**config.mk**
```make
export PLATFORM = sky130hd
export DESIGN_NAME = vga_timing_gen
export DESIGN_NICKNAME = d
export VERILOG_FILES = /design/src/rtl/vga_timing_gen.sv
export SDC_FILE = /design/constraint.sdc
export NUM_CORES = 1
export LEC_CHECK = 0
export CAP_MARGIN = 20
export CORE_MARGIN = 2
export CORE_UTILIZATION = 55
export CTS_CLUSTER_SIZE = 40
export DETAILED_ROUTE_END_ITERATION = 6
export PLACE_DENSITY = 0.82
export SLEW_MARGIN = 5
export SYNTH_ARGS = -nofsm -noshare
export SYNTH_HDL_FRONTEND = slang
export SYNTH_SLANG_ARGS = --single-unit
```
**constraint.sdc**
```tcl
create_clock -name clk -period 4.3 [get_ports clk]
set_input_delay 0.86 -clock clk [delete_from_list [all_inputs] [get_ports clk]]
set_output_delay 0.86 -clock clk [all_outputs]
set_load 0.01 [all_outputs]
```
**src/rtl/vga_timing_gen.sv**
```systemverilog
// rtl/vga_timing_gen.sv - VGA raster counters, sync pulses and active-video flag.
// Sync/active are delayed PIPE_DELAY clks to line up with registered overlay pixels.
module vga_timing_gen #(
   parameter int H_VISIBLE  = 800,
   parameter int H_FP       = 56,
   parameter int H_SYNC     = 120,
   parameter int H_BP       = 64,
   parameter int V_VISIBLE  = 600,
   parameter int V_FP       = 37,
   parameter int V_SYNC     = 6,
   parameter int V_BP       = 23,
   parameter int H_POL      = 1,
   parameter int V_POL      = 1,
   parameter int CLK_DIV    = 1,
   parameter int PIPE_DELAY = 1
) (
   input  logic        clk,
   input  logic        reset_n,
   output logic [10:0] vga_h,
   output logic [10:0] vga_v,
   output logic        hsync,
   output logic        vsync,
   output logic        active,
   output logic        pixel_tick,
   output logic        frame_start
);

   localparam int H_TOTAL = H_VISIBLE + H_FP + H_SYNC + H_BP;
   localparam int V_TOTAL = V_VISIBLE + V_FP + V_SYNC + V_BP;

   localparam logic [10:0] H_LAST     = 11'(H_TOTAL - 1);
   localparam logic [10:0] V_LAST     = 11'(V_TOTAL - 1);
   localparam logic [10:0] H_VIS      = 11'(H_VISIBLE);
   localparam logic [10:0] V_VIS      = 11'(V_VISIBLE);
   localparam logic [10:0] HS_START   = 11'(H_VISIBLE + H_FP);
   localparam logic [10:0] HS_END     = 11'(H_VISIBLE + H_FP + H_SYNC);
   localparam logic [10:0] VS_START   = 11'(V_VISIBLE + V_FP);
   localparam logic [10:0] VS_END     = 11'(V_VISIBLE + V_FP + V_SYNC);
   localparam logic [3:0]  DIV_LAST   = 4'(CLK_DIV - 1);
   localparam logic        H_ACT      = 1'(H_POL);
   localparam logic        V_ACT      = 1'(V_POL);

   logic [3:0]  r_div;
   logic [10:0] r_h;
   logic [10:0] r_v;
   logic        r_pixel_tick;
   logic        r_frame_start;

   logic w_tick;
   logic w_h_sync_raw;
   logic w_v_sync_raw;
   logic w_act_raw;
   logic w_hsync_lvl;
   logic w_vsync_lvl;

   assign w_tick = (r_div == DIV_LAST);

   // Line wrap and frame wrap happen on the same tick as a single event.
   always_ff @(posedge clk or negedge reset_n) begin
      if (!reset_n) begin
         r_div         <= 4'd0;
         r_h           <= 11'd0;
         r_v           <= 11'd0;
         r_pixel_tick  <= 1'b0;
         r_frame_start <= 1'b0;
      end else begin
         r_pixel_tick  <= w_tick;
         r_frame_start <= 1'b0;
         if (w_tick) begin
            r_div <= 4'd0;
            if (r_h == H_LAST) begin
               r_h <= 11'd0;
               if (r_v == V_LAST) begin
                  r_v           <= 11'd0;
                  r_frame_start <= 1'b1;
               end else begin
                  r_v <= r_v + 11'd1;
               end
            end else begin
               r_h <= r_h + 11'd1;
            end
         end else begin
            r_div <= r_div + 4'd1;
         end
      end
   end

   assign w_h_sync_raw = (r_h >= HS_START) && (r_h < HS_END);
   assign w_v_sync_raw = (r_v >= VS_START) && (r_v < VS_END);
   assign w_act_raw    = (r_h < H_VIS) && (r_v < V_VIS);
   assign w_hsync_lvl  = w_h_sync_raw ? H_ACT : ~H_ACT;
   assign w_vsync_lvl  = w_v_sync_raw ? V_ACT : ~V_ACT;

   generate
      if (PIPE_DELAY == 0) begin : g_nopipe
         // Held inactive during reset, matching the piped variants.
         assign hsync  = reset_n ? w_hsync_lvl : ~H_ACT;
         assign vsync  = reset_n ? w_vsync_lvl : ~V_ACT;
         assign active = reset_n & w_act_raw;
      end else begin : g_pipe
         logic [PIPE_DELAY-1:0] r_hs_pipe;
         logic [PIPE_DELAY-1:0] r_vs_pipe;
         logic [PIPE_DELAY-1:0] r_act_pipe;

         always_ff @(posedge clk or negedge reset_n) begin
            if (!reset_n) begin
               r_hs_pipe  <= {PIPE_DELAY{~H_ACT}};
               r_vs_pipe  <= {PIPE_DELAY{~V_ACT}};
               r_act_pipe <= '0;
            end else begin
               r_hs_pipe[0]  <= w_hsync_lvl;
               r_vs_pipe[0]  <= w_vsync_lvl;
               r_act_pipe[0] <= w_act_raw;
               for (int i = 1; i < PIPE_DELAY; i++) begin
                  r_hs_pipe[i]  <= r_hs_pipe[i-1];
                  r_vs_pipe[i]  <= r_vs_pipe[i-1];
                  r_act_pipe[i] <= r_act_pipe[i-1];
               end
            end
         end

         assign hsync  = r_hs_pipe[PIPE_DELAY-1];
         assign vsync  = r_vs_pipe[PIPE_DELAY-1];
         assign active = r_act_pipe[PIPE_DELAY-1];
      end
   endgenerate

   assign vga_h       = r_h;
   assign vga_v       = r_v;
   assign pixel_tick  = r_pixel_tick;
   assign frame_start = r_frame_start;

endmodule

```
[Word-level counts from Yosys, hierarchy flattened]
Index checks and enable logic that the tools add are counted.
Word-level totals
  flip-flop bits (word level): 31
  latch bits: 0
  RAM bits: 0
  ROM bits: 0
  input bits: 2
  output and inout port bits: 27
  logic and storage cells: 32
  memories: 0
Operators by class
  add/sub/neg operators: 3
  multipliers: 0
  divide/modulo/power cells: 0
  magnitude comparators: 6
  eq/ne operators: 2
  shift operators: 0
  mux-type cells: 8
  bitwise logic cells: 0
  reductions and logical operators: 5
Operators with widths (count)
  $lt 11x10->1 const B: 4
  $add 11x1->11 const B: 2
  $ge 11x10->1 const B: 2
  $mux 11: 2
  $eq 11x10->1 const B: 1
  $eq 11x11->1 const B: 1
  $mux 1: 5
  $add 4x1->4 const B: 1
  $logic_not 4->1: 1
  $mux 4: 1
  $logic_and 1x1->1: 3
  $reduce_and 2->1: 1

[Depth between registers and ports, before layout]
Gate-level depths: netlist of the first run.
  word-level depth: 4
  mapped depth: 8

[Least setup slack after synthesis of the first run]
No wires, ideal clock.
  path kind: register to register
  start: register r_div[0]
  end: register r_v[10] (netlist: vga_v[10])
  arrival time: 1571 ps
  data required time: 4172 ps
  path slack: 2601 ps
  cell stages (with the launch flop): 9
  cells stage by stage: dfrtp_1 inv_1 ha_1 or3b_4 inv_2 and4_1 buf_4 nand3_1 xnor2_1
On the way
  longest elaborated chain between the ends: 2
Ends and longest elaborated chain
  from (decl): RTL line 43  | logic [3:0] r_div;
  from (signal assigned): RTL line 83  | r_div <= r_div + 4'd1;
  $logic_not 4->1: RTL line 56  | assign w_tick = (r_div == DIV_LAST);
  $reduce_and 2->1 (no line)
  to (signal assigned): RTL line 77  | r_v <= r_v + 11'd1;
  to (decl): RTL line 45  | logic [10:0] r_v;
Every way passes these cells.
A chain may end at the register's enable or synchronous reset.

[Worst setup path in the final report of the first run]
  start: register r_h[4] (netlist: vga_h[4])
  end: output vga_h[4]
RTL lines
  from (decl): RTL line 44  | logic [10:0] r_h;
  from (signal assigned): RTL line 80  | r_h <= r_h + 11'd1;
  to (decl): RTL line 19  | output logic [10:0] vga_h,
No word-level cell between the ends.

==> results of run 1 <==
-- worst max-delay path by stage --
stage,start,end,slack [ns],depth (start not counted)
2_1_floorplan,r_div[0],vga_v[10],2.60,8
3_3_place_gp,r_div[0],vga_v[10],2.32,7
3_5_place_dp,r_div[0],vga_v[9],2.21,7
4_1_cts,vga_h[4],vga_h[4],1.95,1
5_1_grt,vga_h[4],vga_h[4],1.89,1
6_report,vga_h[4],vga_h[4],1.94,1
-- flip-flops by register name (all words and copies together), names as in the netlist --
register and flops:
active 1, vga_h 11, frame_start 1, r_div 4, hsync 1, vsync 1
pixel_tick 1, vga_v 11
-- cells in the mapped netlist (4+ instances only) --
library cell | number | area share [%]
o21ai_0 | 7 | 2.2
nor2_1 | 10 | 2.4
xor2_1 | 4 | 2.2
nor3_1 | 6 | 1.9
dfrtp_1 | 31 | 49
inv_1 | 8 | 1.9
nand3_1 | 8 | 2.5
nand2_1 | 19 | 4.5
nand4_1 | 5 | 2.0
a21oi_1 | 5 | 1.6
ha_1 | 6 | 4.8
xnor2_1 | 9 | 5.0
-- power groups by stage --
stage	logic [mW]	clock network, mW	registers, mW
2_1_floorplan	0.000000249	0	0.297
3_3_place_gp	0.00715	0	0.297
3_5_place_dp	0.00730	0	0.297
4_1_cts	0.00732	0.202	0.291
5_1_grt	0.00826	0.215	0.291
6_report	0.00678	0.202	0.291
-- logic make-up (layout without fill, tap and decap cells) --
family	Yosys count	after routing	synth area share [%]
fa+ha+maj	6	6	4.75
simple gates	65	65	24.5
compound gates	24	24	9.26
flops	31	31	49.1
mux	2	2	1.27
xor+xnor	13	13	7.21
buf+inv	13	46	3.96
-- metrics by stage --
| step | area (µm²) | util [%] | worst slack, ns | hold WS, ns | power [mW] |
|---|---|---|---|---|---|
| floorplan | 1580 | - | 2.60 | 0.447 | 0.297 |
| global placement | 1880 | 68.7 | 2.32 | 0.468 | 0.304 |
| detailed placement | 1880 | 68.7 | 2.21 | 0.465 | 0.304 |
| CTS | 1950 | 71.4 | 1.95 | 0.483 | 0.500 |
| global route | 1950 | 71.4 | 1.89 | 0.513 | 0.515 |
| finish | 1950 | 71.4 | 1.94 | 0.477 | 0.500 |
-- layout make-up --
cell class,count,share of cell area (%)
Multi-Input combinational cell,110,38.0
Sequential cell,31,39.8
Timing Repair Buffer,29,14.8
Inverter,9,1.73
Clock buffer,7,3.34
Clock inverter,1,0.385
Tap cell,31,1.99
-- placed cells by master (no fill, tap or decap), types with 2 or more instances in the layout --
| cell | n |
|---|---|
| nand3_1 | 8 |
| nor3_1 | 6 |
| mux2i_1 | 2 |
| ha_1 | 6 |
| xnor2_1 | 9 |
| inv_1 | 8 |
| dfrtp_1 | 31 |
| clkbuf_8 | 2 |
| nor2_1 | 10 |
| nand2_1 | 19 |
| o22ai_1 | 3 |
| clkbuf_4 | 5 |
| o21ai_0 | 7 |
| a31oi_1 | 2 |
| nand2b_1 | 2 |
| a211oi_1 | 3 |
| xor2_1 | 4 |
| a21oi_1 | 5 |
| nand4_1 | 5 |
| clkdlybuf4s50_1 | 28 |
-- layer usage --
metal / share of wire [%] / vias to the layer above / wire length, µm / GRT usage, %
met5: 0 / - / 0 / 0
met4: 1.7 / 0 / 57 / 9.30
met3: 6.7 / 7 / 225 / 6.12
met2: 48 / 49 / 1620 / 35.6
met1: 43 / 596 / 1460 / 30.7
li1: - / 611 / - / -
==> metrics.md, run 1 <==
| Metric | Value |
|---|---|
| Die W | `slightly below 60 µm` |
| CTS hold repair buffers | `0` |
| WL final | `3370 µm` |
| Cell area after synthesis | `between 1500 and 2000 µm²` |
| Crit path buf inv count | `1` |
| Launch point of the worst reg-to-reg path | `r_div[0]` |
| Slowest cell on crit path | `clkdlybuf4s50_1` |
| Worst-margin pin slew | `approximately 0.38 ns` |
| RR Endpoint | `vga_v[9]` |
| # IOs | `29` |
| Wire per inst | `15.4 µm` |
| Finished Layout Cells | `~220` |
| Post_cts resized | `0` |
| Sequential cell area | `776 µm²` |
| Initial core utilization | `between 50 and 60%` |
| RSZ-0062 raised after global routing | `no` |
| H-Tree Depth | `2` |
| Crit end category | `output pin` |
| # rows | `19` |
| Clk buf depth | `2` |
| Drt first-iter violations | `48` |
| # port buffers | `28` |
| Sink Count | `31` |
| Min-delay src | `r_div[3]` |
| Syn_nets | `approximately 160` |
| Logic gate share of total power | `1.4%` |
| Final Hold Fails | `0` |
| Fraction of registers with async set/reset | `between 90% and 100%` |
| Pwr Density | `approximately 260 nW/µm²` |
| Flops & latches, synth | `31` |
| CP cell instances | `clkdlybuf4s50_1` |
| LEAKAGE | `approximately 0.78 nW` |
| Hold Crit Class | `reg2reg` |
| Max frequency | `between 0.4 and 0.5 GHz` |
| Top_reg_cell synth | `dfrtp_1` |
| Post-CTS Setup Bufs | `0` |
| Inst Count DP | `210` |
| Critical-path maximum fanout | `10` |
| Die area | `about 3300 µm²` |
| Switching power | `112 µW` |
| Worst hold path depth | `1` |
| Worst Clk Skew | `slightly above 0.007 ns` |
| Post-synthesis sequential area ratio | `49.1%` |
| Post-synth EDFFs | `0` |
| Crit share post-route | `a little over half` |
| Routed vias/inst | `around 5.8` |
| Overflow after GRT | `0` |
| Slew Limit Headroom | `around three quarters` |
| Slowest stage delay, CP | `0.60 ns` |
| CTS Buf Count | `5` |
| Synthesized netlist cell count | `around 150` |
| Sequential fraction of design power | `between 50% and 60%` |
| Yosys Warn Count | `0` |
| R2R cell count | `7` |
| HPWL Detailed | `2460 µm` |
| Largest net degree at the start of global routing | `32` |
| Cell variety after synth | `40` |
| Reg clk slew, reported paths | `approximately 0.10 ns` |
| Chip height | `57.6 µm` |
| Crit path time final | `~2.4 ns` |
| Initial antenna violation count | `0` |
| Vias in the first global route | `between 1000 and 1500` |
| Max Cap Viol | `0` |
| Setup TNS | `0 ns` |
| Worst reg-to-reg setup slack | `roughly 2.2 ns` |
| Peak supply drop | `0.000230 V` |
| Total iterations of the first detailed-routing run | `4` |
| Net Sw Frac | `about 22%` |
| Area of the multi-input gates | `~740 µm²` |
| Setup-violating endpoint count in the final report | `0` |
| Antenna viol nets, final | `0` |
| Gr usage total | `a little under a quarter` |
| Ant diodes | `0` |
| Layout area overhead | `23.4%` |
| Hold path endpoint | `r_div[3]` |
| Clk_lat worst skew | `0.34 ns` |
| # DRC | `0` |
| Startpoint Class | `flip-flop` |
| Setup CP Type | `reg2out` |
| Pins Over Slew Limit | `0` |
| Pint | `between 300 and 400 µW` |
| Gpl congestion | `0.812` |
| Synth Area per Inst | `between 10 and 15 µm²` |
| Core footprint | `approximately 2700 µm²` |
| Final nets | `approximately 190` |
| Top delay family on crit path | `buffers and inverters` |
| Clock power share | `around 40%` |
| Crit path required time | `approximately 3.4 ns` |
| Fraction of layout cells with a size suffix above 1 | `under 10%` |
| Outcome | `finished, final reports clean` |
| Via count | `1263` |
| Root buffer cell | `clkbuf_4` |
| CP arrival | `~1.5 ns` |
| Fillers | `between 200 and 250` |
| First-pass GRT wire length | `5730 µm` |
| CTS tree | `built` |
No activity file was read; power rests on OpenSTA's default activity.
==> run 2: changes to the inputs <==
--- a/config.mk
+++ b/config.mk
@@ -7,10 +7,10 @@
 export LEC_CHECK = 0
 export CAP_MARGIN = 20
 export CORE_MARGIN = 2
-export CORE_UTILIZATION = 55
+export CORE_UTILIZATION = 51
 export CTS_CLUSTER_SIZE = 40
 export DETAILED_ROUTE_END_ITERATION = 6
-export PLACE_DENSITY = 0.82
+export PLACE_DENSITY = 0.77
 export SLEW_MARGIN = 5
 export SYNTH_ARGS = -nofsm -noshare
 export SYNTH_HDL_FRONTEND = slang
==> constraint.sdc (replaced) <==
create_clock -name clk -period 2.4 [get_ports clk]
set_input_delay 0.48 -clock clk [delete_from_list [all_inputs] [get_ports clk]]
set_output_delay 0.48 -clock clk [all_outputs]
set_load 0.01 [all_outputs]
==> run 2 against run 1 <==
  * First-iteration DRC count up 40%
  * Global-route usage is 2.0 points lower
  * Final area down 1.5%
  * Utilization fell by 7.4 points
  * Clock power up 28%
  * Critical path depth rose by 6
  * Combinational power is 87% higher
  * Via count is 0.95% lower
  * Die area increased by 7.3%
  * Critical path type is now reg2reg
  * Highest routed layer unchanged
==> metrics.md, run 2 (same netlist as run 1, synthesis figures left out) <==
| Metric | Value |
|---|---|
| Launch point of the worst reg-to-reg path | `r_div[0]` |
| Worst-margin pin slew | `0.400 ns (+0.0173 ns)` |
| Post-CTS Setup Bufs | `0 (unchanged)` |
| Crit end category | `flip-flop` |
| CP Launch Point | `r_div[0]` |
| Wire per inst | `14.7 µm (-4.8%)` |
| # DRC | `0 (unchanged)` |
| Via count | `1251 (-0.95%)` |
| Overflow after GRT | `0 (unchanged)` |
| Outcome | `finished, final reports clean` |
| Post_cts resized | `0 (unchanged)` |
| Gpl congestion | `0.808 (-0.48%)` |
| HPWL Detailed | `2360 µm (-4.0%)` |
| Hold Crit Class | `reg2reg` |
| Chip height | `59.7 µm (+3.6%)` |
| Pwr Density | `412 nW/µm² (+61%)` |
| Fillers | `267 (+27%)` |
| # IOs | `29 (unchanged)` |
| First-pass GRT wire length | `5530 µm (-3.5%)` |
| Crit share post-route | `~86%` |
| Startpoint Class | `flip-flop` |
| CP arrival | `2.26 ns (+0.76 ns)` |
| Commonest non-fill, non-tap cells in the layout | `31 x dfrtp_1, 28 x clkdlybuf4s50_1, 19 x nand2_1` |
| Pins Over Slew Limit | `0 (unchanged)` |
| Ant diodes | `0 (unchanged)` |
| Peak supply drop | `0.000288 V (+25%)` |
| Die area | `3560 µm² (+7.3%)` |
| LEAKAGE | `0.768 nW (-1.7%)` |
| CTS hold repair buffers | `0 (unchanged)` |
| Min-delay src | `r_div[3]` |
| RSZ-0062 raised after global routing | `no` |
| Finished Core Util | `64.0% (-7.4 points)` |
| Core footprint | `3000 µm² (+9.8%)` |
| Drt first-iter violations | `67 (+40%)` |
| Fraction of layout cells with a size suffix above 1 | `8.11% (-1.5 points)` |
| Vias in the first global route | `1240 (+0.73%)` |
| WL final | `3200 µm (-4.8%)` |
| Slowest stage delay, CP | `0.45 ns (-0.15 ns)` |
| Root buffer cell | `clkbuf_4` |
| Worst Clk Skew | `0.0104 ns (+0.00310 ns)` |
| Slowest cell on crit path | `and4_1` |
| Crit path buf inv count | `2 (+1)` |
| Clk_lat worst skew | `0.32 ns (-0.02 ns)` |
| Antenna viol nets, final | `0 (unchanged)` |
| Max Cap Viol | `0 (unchanged)` |
| CTS tree | `built` |
| Final Hold Fails | `0 (unchanged)` |
| Initial antenna violation count | `0 (unchanged)` |
| Layout area overhead | `21.6%` |
| H-Tree Depth | `2 (unchanged)` |
| Routed vias/inst | `5.74 (-0.95%)` |
| Reg clk slew, reported paths | `0.08 ns (-0.02 ns)` |
| Setup CP Type | `reg2reg` |
| Max frequency | `roughly 0.48 GHz` |
| Sink Count | `31 (unchanged)` |
| Die W | `59.7 µm (+3.6%)` |
| Total iterations of the first detailed-routing run | `4 (unchanged)` |
| Critical-path maximum fanout | `13 (+3)` |
| Top delay family on crit path | `simple AND/OR/NAND/NOR gates` |
| CP cell instances | `inv_1, ha_1, or3b_4, inv_2, and4_1, nand3_1, xnor2_1` |
| Most common cell after layout, fill and taps aside | `dfrtp_1` |
| Slew Limit Headroom | `73.3% (-1.2 points)` |
| Crit path time final | `2.07 ns` |
| Setup-violating endpoint count in the final report | `0 (unchanged)` |
| Gr usage total | `20.9% (-2.0 points)` |
| # rows | `20 (+1)` |
| Initial core utilization | `52.6% (-5.2 points)` |
| Final nets | `194 (unchanged)` |
| Clk buf depth | `2 (unchanged)` |
| Largest net degree at the start of global routing | `32 (unchanged)` |
| Setup TNS | `0 ns (unchanged)` |
| # port buffers | `28 (unchanged)` |
| Crit path required time | `2.59 ns (-0.85 ns)` |
| CTS Buf Count | `5 (unchanged)` |
-- run 2: cell types whose count changed in the layout (fill, tap and decap cells not counted), sizes merged --
cell      change
clkbuf        -1
clkinvlp      -1
-- run 2: metrics by stage --
stage | std cells | total power [mW] | hold WS (ns) | cell area (µm²) | setup slack, ns
finish | 218 | 0.793 | 0.486 | 1920 | 0.333
global route | 218 | 0.835 | 0.506 | 1920 | 0.153
CTS | 218 | 0.807 | 0.493 | 1920 | 0.301
detailed placement | 212 | 0.546 | 0.476 | 1880 | 0.319
global placement | 212 | 0.545 | 0.467 | 1880 | 0.432
floorplan | 154 | 0.532 | 0.184 | 1580 | 0.701
-- run 2: power by group --
part           leakage (nW)  internal, mW  switching, mW  total [mW]
registers             0.408         0.522              0       0.522
clock network        0.0242         0.104          0.154       0.258
logic                 0.335       0.00249         0.0102      0.0127
total                 0.768         0.628          0.164       0.793
-- run 2: per-layer routing --
layer  share of wire, %  vias to the layer above  GRT usage, %
li1                   -                      607             -
met1                 45                      614          27.7
met2                 51                       26          33.5
met3                3.4                        4          5.84
met4                1.0                        0          6.03
met5                  0                        -             0
-- run 2: final timing paths --
check / to / slack [ns] / depth (start not counted)
max: vga_v[10] / 0.33 / 7
min: r_div[3] / 0.49 / 1
max reg2reg: vga_v[10] / 0.33 / 7
min reg2reg: r_div[3] / 0.49 / 1
max in group asynchronous: r_div[2] / 1.55 / 2
min in group asynchronous: active / 0.56 / 2
-- run 2: final cells by class --
type / count / area (µm²) / share of cell area [%]
inverters: 9 / 33.8 / 1.76
well taps: 33 / 41.3 / 2.15
repair buffers: 29 / 288 / 15.0
flip-flops and latches: 31 / 776 / 40.4
clock buffers: 6 / 41.3 / 2.15
multi-input cells: 110 / 742 / 38.6
-- run 2: worst register-to-register path, stage by stage, from the launching register on --
cell and delay (ns):
dfrtp_1 0.41, inv_1 0.08, ha_1 0.13, or3b_4 0.39, inv_2 0.19, and4_1 0.45, nand3_1 0.15, xnor2_1 0.15
